[src/rtl/serial_add32_ctrl.sv]
// serial_add32_ctrl: 32-bit add/subtract built from one 4-bit carry-lookahead
// slice that is reused for eight cycles, starting with the least-significant nibble.
//
// state   | meaning
// --------+-----------------------------------------------------------
// ST_IDLE | waiting for i_start; all outputs are held
// ST_RUN  | one nibble per cycle, r_idx 0..7; o_busy=1
// ST_DONE | result, cout and overflow are final; o_done=1 for one cycle
module serial_add32_ctrl (
   input  logic        i_clock,
   input  logic        i_clear,
   input  logic        i_start,
   input  logic        i_op_sub,
   input  logic [31:0] i_a,
   input  logic [31:0] i_b,
   output logic [31:0] o_result,
   output logic        o_cout,
   output logic        o_overflow,
   output logic        o_busy,
   output logic        o_done
);

   typedef enum logic [1:0] {
      ST_IDLE = 2'd0,
      ST_RUN  = 2'd1,
      ST_DONE = 2'd2
   } state_t;

   state_t      r_state;
   state_t      w_state_nxt;
   logic [31:0] r_a;
   logic [31:0] r_b;
   logic        r_carry;
   logic [2:0]  r_idx;
   logic [31:0] r_result;
   logic        r_cout;
   logic        r_overflow;

   logic [4:0]  w_bit_ofs;
   logic [3:0]  w_nib_a;
   logic [3:0]  w_nib_b;
   logic [3:0]  w_g;
   logic [3:0]  w_p;
   logic [4:0]  w_c;
   logic [3:0]  w_sum;

   assign w_bit_ofs = {r_idx, 2'b00};
   assign w_nib_a   = r_a[w_bit_ofs +: 4];
   assign w_nib_b   = r_b[w_bit_ofs +: 4];

   // The single 4-bit carry-lookahead slice: generate/propagate, then the carries.
   always_comb begin
      w_g    = w_nib_a & w_nib_b;
      w_p    = w_nib_a ^ w_nib_b;
      w_c    = 5'd0;
      w_c[0] = r_carry;
      w_c[1] = w_g[0] | (w_p[0] & w_c[0]);
      w_c[2] = w_g[1] | (w_p[1] & w_g[0]) | (w_p[1] & w_p[0] & w_c[0]);
      w_c[3] = w_g[2] | (w_p[2] & w_g[1]) | (w_p[2] & w_p[1] & w_g[0])
             | (w_p[2] & w_p[1] & w_p[0] & w_c[0]);
      w_c[4] = w_g[3] | (w_p[3] & w_g[2]) | (w_p[3] & w_p[2] & w_g[1])
             | (w_p[3] & w_p[2] & w_p[1] & w_g[0])
             | (w_p[3] & w_p[2] & w_p[1] & w_p[0] & w_c[0]);
      w_sum  = w_p ^ w_c[3:0];
   end

   // State register.
   always_ff @(posedge i_clock) begin
      if (i_clear) r_state <= ST_IDLE;
      else         r_state <= w_state_nxt;
   end

   // Next-state logic: start only matters in IDLE, and RUN ends after nibble 7.
   always_comb begin
      w_state_nxt = r_state;
      case (r_state)
         ST_IDLE: if (i_start) w_state_nxt = ST_RUN;
         ST_RUN:  if (r_idx == 3'd7) w_state_nxt = ST_DONE;
         ST_DONE: w_state_nxt = ST_IDLE;
         default: w_state_nxt = ST_IDLE;
      endcase
   end

   // Datapath: latch operands on start, then fold one nibble per RUN cycle into the result.
   always_ff @(posedge i_clock) begin
      if (i_clear) begin
         r_a        <= 32'd0;
         r_b        <= 32'd0;
         r_carry    <= 1'b0;
         r_idx      <= 3'd0;
         r_result   <= 32'd0;
         r_cout     <= 1'b0;
         r_overflow <= 1'b0;
      end else begin
         case (r_state)
            ST_IDLE: begin
               if (i_start) begin
                  r_a      <= i_a;
                  r_b      <= i_op_sub ? ~i_b : i_b;
                  r_carry  <= i_op_sub;
                  r_idx    <= 3'd0;
                  r_result <= 32'd0;
               end
            end
            ST_RUN: begin
               r_result[w_bit_ofs +: 4] <= w_sum;
               r_carry                  <= w_c[4];
               if (r_idx != 3'd7) begin
                  r_idx <= r_idx + 3'd1;
               end else begin
                  r_idx      <= 3'd0;
                  r_cout     <= w_c[4];
                  r_overflow <= (r_a[31] == r_b[31]) & (w_sum[3] != r_a[31]);
               end
            end
            default: ;
         endcase
      end
   end

   assign o_result   = r_result;
   assign o_cout     = r_cout;
   assign o_overflow = r_overflow;
   assign o_busy     = (r_state == ST_RUN);
   assign o_done     = (r_state == ST_DONE);

endmodule

[config.mk]
export PLATFORM = sky130hd
export DESIGN_NAME = serial_add32_ctrl
export DESIGN_NICKNAME = d
export VERILOG_FILES = /design/src/rtl/serial_add32_ctrl.sv
export SDC_FILE = /design/constraint.sdc
export NUM_CORES = 1
export LEC_CHECK = 0
export CAP_MARGIN = 30
export CORE_MARGIN = 2
export CORE_UTILIZATION = 40
export DETAILED_ROUTE_END_ITERATION = 16
export GPL_ROUTABILITY_DRIVEN = 0
export HOLD_SLACK_MARGIN = 0.08
export PLACE_DENSITY = 0.74
export REMOVE_ABC_BUFFERS = 1
export SLEW_MARGIN = 20
export SYNTH_ARGS = -nofsm -noshare
export SYNTH_HDL_FRONTEND = slang
export SYNTH_SLANG_ARGS = --single-unit
[constraint.sdc]
create_clock -name i_clock -period 9.3 [get_ports i_clock]
set_clock_uncertainty 0.05 [all_clocks]
set_input_delay 1.86 -clock i_clock [delete_from_list [all_inputs] [get_ports i_clock]]
set_output_delay 1.86 -clock i_clock [all_outputs]
set_load 0.02 [all_outputs]
Yosys cells after proc, flatten, opt, wreduce, memory -nomap -nowiden
Cells that the tools add are included.
{"block": "totals", "wordCells": 72, "out_inout_bits": 36, "in_bits": 68, "ff_bits": 104}
{"block": "op_classes", "bitwise": 32, "n_mux": 12, "eq_ne": 8, "add_sub_neg": 2, "n_reduce_logical": 6, "shift": 4}
{"operator": "2-to-1 mux 32 bit", "count": 2}
{"operator": "one-hot mux 32 bit (2 select lines)", "count": 1}
{"operator": "variable part select 32 x 6 -> 4 bit", "count": 2}
{"operator": "bitwise mux 32 bit", "count": 1}
{"operator": "NOT 32 bit", "count": 1}
{"operator": "variable shift 4 x 7 -> 32 bit (first input constant)", "count": 1}
{"operator": "variable part select 4 x 7 -> 32 bit", "count": 1}
{"operator": "bitwise AND 1 bit", "count": 17}
{"operator": "OR 1 bit", "count": 10}
{"operator": "AND reduction 2 bit", "count": 4}
{"operator": "bitwise XOR 4 bit", "count": 2}
{"operator": "negation 5 -> 7 bit", "count": 1}
{"operator": "2-to-1 mux 3 bit", "count": 2}
{"operator": "one-hot mux 3 bit (2 select lines)", "count": 1}
{"operator": "bitwise AND 4 bit", "count": 1}
{"operator": "2-to-1 mux 2 bit", "count": 2}
{"operator": "one-hot mux 2 bit (2 select lines)", "count": 1}
{"operator": "adder 3 x 1 -> 3 bit (second input constant)", "count": 1}
{"operator": "== test 3 bit (second input constant)", "count": 1}
{"operator": "!= test 3 bit (second input constant)", "count": 1}
{"operator": "== test 2 x 1 -> 1 bit (second input constant)", "count": 1}
{"operator": "== test 2 bit (second input constant)", "count": 1}
{"operator": "logical NOT 2 bit", "count": 1}
{"operator": "!= test 2 x 1 -> 1 bit (second input constant)", "count": 1}
{"operator": "other kinds (7)", "count": 7}

Depth between registers and ports, before layout
Gate-level depths: netlist (run 1).
{"block": "logic_depth", "ltp_word": 10, "mapped_depth": 11}

Worst setup path after synthesis (run 1)
OpenSTA, ideal clock, no wires.
{"block": "synth_timing", "kind": "register -> register", "from": "reg r_idx[0]", "to": "reg r_overflow, in the netlist o_overflow", "required_ps": 9118, "setup_time_ps": 132, "slack_ps": 6360, "arrival_time_ps": 2758, "stages_incl_launch_ff": 12, "synth_period_minus_slack_ps": 2940, "path_cell_list": "dfxtp_1 > buf_6 > buf_12 > mux4_2 > nand2_1 > nand2_1 > ha_1 > a21o_1 > a311o_1 > buf_2 > a221oi_1 > nor4_1"}
{"block": "synth_via", "elab_chain_len": 9, "word_cells_on_any_way": 18, "classes_between": "eq/ne: 2; shift: 2; bitwise: 13; reduce/logical: 1"}
{"element": "start: declaration", "line_no": "34", "source": "logic [2:0] r_idx;"}
{"element": "start signal: assignment", "line_no": "109", "source": "r_idx <= r_idx + 3'd1;"}
{"element": "variable part select 32 x 6 -> 4 bit, on equally long branches", "line_no": "48, 49"}
{"element": "bitwise XOR 4 bit / bitwise AND 4 bit (equally long branches)", "line_no": "54, 53"}
{"element": "bitwise AND 1 bit, on equally long branches", "line_no": "59, 60"}
{"element": "OR 1 bit (tied with other cells)", "line_no": "59", "source": "w_c[3] = w_g[2] | (w_p[2] & w_g[1]) | (w_p[2] & w_p[1] & w_g[0])"}
{"element": "OR 1 bit / bitwise AND 1 bit (equally long branches)", "line_no": "59, 60"}
{"element": "OR 1 bit", "line_no": "60", "source": "| (w_p[2] & w_p[1] & w_p[0] & w_c[0]);"}
{"element": "bitwise XOR 4 bit", "line_no": "64", "source": "w_sum = w_p ^ w_c[3:0];"}
{"element": "!= test 1 bit", "line_no": "113", "source": "r_overflow <= (r_a[31] == r_b[31]) & (w_sum[3] != r_a[31]);"}
{"element": "bitwise AND 1 bit", "line_no": "113"}
{"element": "end signal: assignment", "line_no": "113"}
{"element": "end: declaration", "line_no": "37", "source": "logic r_overflow;"}
Several ways; a longest one is shown, not always the timed one.
A chain may end at the register's enable or synchronous reset.

Final worst setup path (run 1)
{"block": "layout_timing", "from": "reg r_state[0]", "to": "out o_busy"}
{"block": "layout_via", "elab_chain_len": 1}
{"element": "start: declaration", "line_no": "29", "source": "state_t r_state;"}
{"element": "start signal: assignment", "line_no": "70", "source": "else r_state <= w_state_nxt;"}
{"element": "== test 2 x 1 -> 1 bit", "line_no": "124", "source": "assign o_busy = (r_state == ST_RUN);"}
{"element": "end: declaration", "line_no": "19", "source": "output logic o_busy,"}
Every way passes these cells.

==> results, run 1 <==
- The post-placement setup slack is 5.27 ns.
- The cell-internal power is 794 uW.
- In this run the standard cell core region covers 0.0120 mm^2.
- In the routed layout, each cell is associated on average with a via count of 5.33.
- The tightest hold path in the finished design has a slack of 0.401 ns.
- The number of antenna violations at the first check in global routing is 0.
- By area the synthesized netlist is led by sky130_fd_sc_hd__dfxtp_1 (42%), sky130_fd_sc_hd__nand2_1 (7.2%), sky130_fd_sc_hd__xnor2_1 (5.7%), sky130_fd_sc_hd__a211oi_1 (5.0%), sky130_fd_sc_hd__nor2_1 (4.5%).
- Together, buffers and inverters on the worst path number 2.
- The analysis attributes to cell leakage a power of 2.29 nW.
- The total power density per cell area is 167 mW/mm^2.
- The TritonCTS clock tree is built.
- The endpoint arrival time on the critical path is 2.10 ns.
- Along the worst path, the maximum fanout reaches 10.
- The filler cell count in the final layout is 1,107.
- Entering global routing, the biggest net connects 106 pins.
- The area of the die is 0.0132 mm^2.
- The mean routed wirelength per cell is 15.1 um.
- The number of detailed-routing iterations run before antenna repair is 5.
- The number of buffers added on ports is 103.
- The number of cells traversed by the worst register-to-register path is 10.
- In the routed design, unresolved DRC markers number 0.
- The total net switching power is 263 uW.
- The via count of the first global-routing pass was 3,982.
- After layout, the worst setup slack is 5.29 ns.
- By count the netlist is led by sky130_fd_sc_hd__dfxtp_1 (104), sky130_fd_sc_hd__nand2_1 (94), sky130_fd_sc_hd__nor2_1 (59).
- Per report_power, the sequential group accounts for 45.5% of the total.
- The net count of the finished layout is 699.
- The count of placed standard cells including taps is 752.
- For this block, the initial DRC count from the detailed router was 301.
- Based on the critical path, the design can be clocked at up to 250 MHz.
- The primary flip-flop cell chosen by synthesis mapping is sky130_fd_sc_hd__dfxtp_1.
- Summed over all failing endpoints, the final setup total negative slack is 0 ns.
- The flow ran to the end, and the final reports show no timing, DRC or antenna violations.
- The capture point of the worst reg-to-reg path is o_overflow.
- The worst setup path is of the reg2out kind.
- The initialized floorplan defines 40 standard-cell rows.
- The number of different library cells used by synthesis comes to 49.
- The async set or reset register ratio after synthesis is 0%.
- For this run, the total global-route usage over all layers was measured as 17.5%.
- The clock group share of total power is 37.8%.
- For the pin with the worst max-slew slack, the measured transition is 0.877 ns.
- Clock-pin slew was measured on the worst setup and hold paths at 0.07 ns.
- Measured against its own limit, the worst slew margin works out to 41.5%.
- The die boundary width is 115 um.
- The number of enable-type register cells in the synthesized netlist is 0.
- The effective utilization at floorplan is 41.0%.
- The post-route total power is 1.06 mW.
- The switching power as a share of total power is 24.9%.
- Once detailed placement completed, the half-perimeter wirelength came to 8090 um.
- The worst-case IR drop observed on VDD is 0.0000961 V.
- The post-detailed-route count of antenna-violating nets is 0.
- The final wirelength is 11,600 um.
- The share of post-route cells with drive strength above 1 is 7.06%.
- STA classifies the critical path endpoint as an output pin.
- The synthesized netlist occupies a cell area of 0.00492 mm^2.
- The die height is 115 um.
- The final global-route overflow total is 0.
- The startpoint identified for the worst register-to-register timing path is r_idx[0].
- The setup check on the worst reg-to-reg path leaves a slack of 5.88 ns.
- The final instance count without filler cells is 770.
- The top cell type's share of synthesized area is 42.3%.
- The clock period minus final worst setup slack is 4.01 ns.
- The share of total power dissipated in combinational logic is 16.7%.
- The signal on the critical path passes through nand2b_1, inv_2, clkdlybuf4s50_1.
- Across all layers, the routed design uses 4,105 vias.
- Buffers inserted to repair hold after CTS numbered 0.
- Setup repair after global routing left no endpoint under its margin.
- The post-cts gate resize count is 0.
- The antenna diode instance count is 0.
- The average size of a mapped cell is 9.13 um^2.
- The worst setup path is launched from a flip-flop.
- The proportion of synthesized chip area in sequential cells is 42.3%.
- The synthesized design contains 104 register bits.
- Of all cell types, the one taking the most synthesized area is sky130_fd_sc_hd__dfxtp_1.
- The worst hold path stage count is 2.
- The min-delay analysis places its worst path in the category reg2reg.
- The count of endpoints failing hold in the final timing report is 0.
- At the worst endpoint, the required time is 7.39 ns.
- The beginning of the worst hold path is r_a[24].
- Grouping stages by cell kind, the critical path spends the most delay in buffers and inverters.
- The clock reaches the later pin of the worst-skew pair after 0.33 ns.
- In the post-synthesis netlist, the cell with the most instances is sky130_fd_sc_hd__dfxtp_1.
- The worst-case hold path end point is r_a[24].
- The post-CTS setup buffer count is 0.
- The deepest clock path buffer count is 2.
- The number of buffers created by CTS is 9.
- The top-level port count is 104.
- Dividing the final minimum period by the clock period gives 43.1%.
- The cell at the root of the clock tree is sky130_fd_sc_hd__clkbuf_16.
- Yosys printed 0 warnings.
- The slowest stage cell on the critical path is sky130_fd_sc_hd__clkdlybuf4s50_1.
- The global-route wire length before repair is 18,700 um.
- The final-report max-slew violation count is 0.
- Max-cap violations in this run came to 0.
- The layout overhead on the synthesized area is 29.0%.
- The final count of negative-setup-slack endpoints is 0.
- The number of clock sinks is 104.
- The delay of the slowest cell on the worst path is 0.65 ns.
- The number of instances in the synthesized netlist is 539.
- The H-tree depth is 3.
==> kinds of logic (layout without fill, tap and decap cells) <==
group,count (synthesis),count (layout),synth area share [%]
and+or+nand+nor,200,200,19.3
AOI/OAI and AO/OA,117,117,15.8
DFF,104,104,42.3
buffers and inverters,54,138,4.98
xor gates and xnor gates,34,34,6.05
muxes,17,17,8.06
adders and majority gates,13,13,3.46
==> layout by cell type (no fill, tap or decap), types with 7 or more instances in the layout <==
cell / netlist / final
sky130_fd_sc_hd__inv_1: 10 / 10
sky130_fd_sc_hd__clkdlybuf4s50_1: 0 / 101
sky130_fd_sc_hd__clkbuf_16: 0 / 9
sky130_fd_sc_hd__a22oi_1: 13 / 13
sky130_fd_sc_hd__ha_1: 12 / 12
sky130_fd_sc_hd__nand3_1: 7 / 7
sky130_fd_sc_hd__nand2_1: 94 / 94
sky130_fd_sc_hd__xnor2_1: 32 / 32
sky130_fd_sc_hd__a21oi_1: 44 / 44
sky130_fd_sc_hd__mux4_2: 9 / 9
sky130_fd_sc_hd__a211oi_1: 33 / 33
sky130_fd_sc_hd__nand3b_1: 13 / 13
sky130_fd_sc_hd__nor2_1: 59 / 59
sky130_fd_sc_hd__dfxtp_1: 104 / 104
sky130_fd_sc_hd__mux4_1: 7 / 7
==> stage by stage <==
step,cell area [um^2],util (%)
floorplan,4720,-
global placement,5960,49.6
detailed placement,5990,49.9
CTS,6310,52.6
global route,6350,52.9
finish,6350,52.9
==> cell type report <==
type                    count  area, um^2  share of cell area [%]
clock buffers              11         243                    3.82
clock inverters             5        80.1                    1.26
inverters                  12        45.0                   0.709
multi-input cells         381        2600                    40.9
flip-flops and latches    104        2080                    32.8
well taps                 147         184                    2.90
repair buffers            110        1120                    17.6
==> tightest hold or removal path, stage by stage (launching register included) <==
cell                      delay [ns]
sky130_fd_sc_hd__dfxtp_1        0.31
sky130_fd_sc_hd__nand2_1        0.05
sky130_fd_sc_hd__a21oi_1        0.05
==> worst max path at each step <==
stage / start / to / slack, ns / cells after the start
after detailed placement: i_start / o_result[21] / 5.27 / 6
after floorplan: i_start / o_result[7] / 3.61 / 4
after global routing: r_state[0] / o_busy / 5.20 / 3
final: r_state[0] / o_busy / 5.29 / 3
after global placement: i_start / o_result[21] / 5.34 / 6
after CTS: r_state[0] / o_busy / 5.30 / 3
==> power by group through the flow <==
stage	Clock, mW	Combinational, mW	Sequential [mW]
after floorplan	0	0.101	0.491
after detailed placement	0	0.175	0.491
final	0.399	0.177	0.481
after global placement	0	0.169	0.490
after CTS	0.408	0.176	0.481
after global routing	0.428	0.194	0.484
==> state kept, by name, indices dropped and copies added, names as in the netlist <==
signal and count:
o_result 32, r_state 2, r_carry 1, o_overflow 1, o_cout 1, r_idx 3, r_b 32, r_a 32
==> routing by layer <==
| metal | routed length, um | track usage [%] |
|---|---|---|
| met1 | 5110 | 22.0 |
| met2 | 5850 | 31.1 |
| met3 | 535 | 2.64 |
| met4 | 91 | 5.14 |
| met5 | 0 | 0 |
(Power assumes the default switching activity.)
==> run 2, diff against run 1 <==
==> constraint.sdc (replaced) <==
create_clock -name i_clock -period 3.7 [get_ports i_clock]
set_clock_uncertainty 0.05 [all_clocks]
set_input_delay 0.74 -clock i_clock [delete_from_list [all_inputs] [get_ports i_clock]]
set_output_delay 0.74 -clock i_clock [all_outputs]
set_load 0.02 [all_outputs]
==> results, run 2 (synthesis results as in run 1) <==
- The flow ran to the end, and the final reports show no timing, DRC or antenna violations.
- The beginning of the worst hold path is r_a[4].
- Hold repair after CTS inserted 0 buffers.
- The leakage power summed over all cells is 2.29 nW.
- Setup violations remaining at the end of the flow were counted as 0.
- The layout has 1,097 filler cells.
- The worst setup path is launched from a flip-flop.
- The signal on the critical path passes through buf_4, mux4_1, nand2_1, nand2_1, ha_1, a21o_1, a311o_1, a221oi_1, nor4_1.
- Setup repair after global routing left no endpoint under its margin.
- The top-level port count is 104.
- The critical path launch point is r_idx[0].
- The via count of the first global-routing pass is 4,003.
- Post-CTS timing repair inserted 0 buffers for setup.
- Wires add up to 11,800 um.
- For this configuration, the core starts out at a cell density of 41.0%.
- The data required time of the worst path is 3.85 ns.
- The final clock period utilization by the worst path is 82.8%.
- The tool flagged a number of max-cap violations equal to 0.
- The overall routing resource usage is 18.0%.
- The area of all placed cells without fillers is 0.00632 mm^2.
- The largest net degree at the start of global routing is 67.
- The via count normalized by instance count is 5.39.
- The worst min-delay path class is reg2reg.
- After detailed routing, the number of remaining DRC violations is 0.
- The final instance count without filler cells is 774.
- The post-route total power is 2.62 mW.
- The peak supply drop is 0.000263 V.
- The area of the die is 0.0132 mm^2.
- The largest single stage delay on the critical path is 0.58 ns.
- Input and output buffers added on the ports amount to 103.
- The clock drives 104 sinks.
- The kind of cell with the highest combined delay on the critical path is compound AO/OA/AOI/OAI gates.
- The startpoint-to-endpoint class of the critical path is reg2reg.
- The repair_antennas step left the layout with diodes totalling 0.
- The clock transition at the registers of the reported paths is 0.07 ns.
- Before antenna repair, the detailed router went through 5 iterations.
- Headroom to the max-slew limit came out at 42.0%.
- The final-report max-slew violation count is 0.
- The number of buffers and inverters on the critical path is 1.
- The count of endpoints failing hold in the final timing report is 0.
- Detailed placement finished with a half-perimeter wire length of 8640 um.
- The number of vias in the routed layout is 4,174.
- The deepest clock path buffer count is 2.
- In this run, the number of DRC markers left after iteration 0 of detailed routing was 346.
- For the worst-skew pair, the clock arrives at the later sink with an insertion delay of 0.34 ns.
- The worst setup slack after layout is 0.637 ns.
- STA classifies the critical path endpoint as a flip-flop.
- The most common cell after layout, fill and taps aside is sky130_fd_sc_hd__dfxtp_1.
- The cell at the root of the clock tree is sky130_fd_sc_hd__clkbuf_16.
- The post-detailed-route count of antenna-violating nets is 0.
- The TritonCTS clock tree is built.
- The floorplan has 40 rows.
- The placement-stage cell area is 0.00602 mm^2.
- For the pin with the worst max-slew slack, the measured transition is 0.871 ns.
- Global routing finished with a remaining overflow of 0.
- Post-CTS repair changed the size of 0 cells.
- After detailed routing, the average wire length per cell comes to 15.2 um.
- The die boundary width is 115 um.
- The upper clock frequency limit is 326 MHz.
- CTS built an H-tree with a depth of 3.
- The number of antenna violations at the first check in global routing came to 0.
- In the final layout, the share of cells above drive strength 1 is 7.66%.
- The launch instance of the worst register-to-register path is r_idx[0].
- Of all nets on the critical path, the largest fanout is 16.
- The area growth from synthesis to layout is 28.5%.
- The number of buffers created by CTS is 9.
- The area of the placeable core is 0.0120 mm^2.
- The clock period minus final worst setup slack is 3.06 ns.
- The net count of the finished layout is 703.
- The first global-routing pass estimated 19,100 um of wire.
- After detailed placement, the design holds a cell count of 758.
- The total power density per cell area is 415 mW/mm^2.
- The cell that appears most often on the critical path is sky130_fd_sc_hd__nand2_1.
- At the worst endpoint, the arrival time is 3.21 ns.
- The die height is 115 um.
- In the layout the commonest cells are sky130_fd_sc_hd__dfxtp_1 (104), sky130_fd_sc_hd__clkdlybuf4s50_1 (101), sky130_fd_sc_hd__nand2_1 (94), sky130_fd_sc_hd__nor2_1 (59), sky130_fd_sc_hd__a21oi_1 (44).
- For this design, the slowest cell found on the critical path is sky130_fd_sc_hd__mux4_1.
- Timing analysis after detailed placement gives a worst setup slack of 0.629 ns.
[run 2: layer usage]
layer / vias up / share of wire (%) / track usage, %
li1: 2051 / - / -
met1: 1975 / 44 / 22.6
met2: 131 / 50 / 30.7
met3: 17 / 5.1 / 3.69
met4: 0 / 1.7 / 6.27
met5: - / 0 / 0
[run 2: cell type report]
type                    count  area [um^2]  area share, %
flip-flops and latches    104         2080           32.9
clock inverters             5         62.6          0.990
repair buffers            114         1110           17.5
clock buffers              11          243           3.84
well taps                 147          184           2.91
inverters                  12         45.0          0.713
multi-input cells         381         2600           41.1
[run 2: final timing paths]
kind | end | cells past startpoint | slack (ns)
worst min-delay path | r_a[4] | 2 | 0.41
worst min register to register | r_a[4] | 2 | 0.41
worst max-delay path | o_overflow | 9 | 0.64
worst max register to register | o_overflow | 9 | 0.64
[run 2: worst min-delay path: stages (launching register included)]
cell and delay (ns):
sky130_fd_sc_hd__dfxtp_1 0.31, sky130_fd_sc_hd__nand2_1 0.05, sky130_fd_sc_hd__a21oi_1 0.06
[run 2: report_power, final]
part           switching (mW)  internal (mW)
sequential             0.0377           1.18
combinational           0.231          0.205
clock                   0.423          0.549
[run 2: stage by stage]
step	hold slack (ns)	setup TNS, ns	util, %
2_1_floorplan	0.375	-51.48	-
3_3_place_gp	0.391	0	50.1
3_5_place_dp	0.402	0	50.1
4_1_cts	0.412	0	52.6
5_1_grt	0.433	0	52.6
6_report	0.409	0	52.6
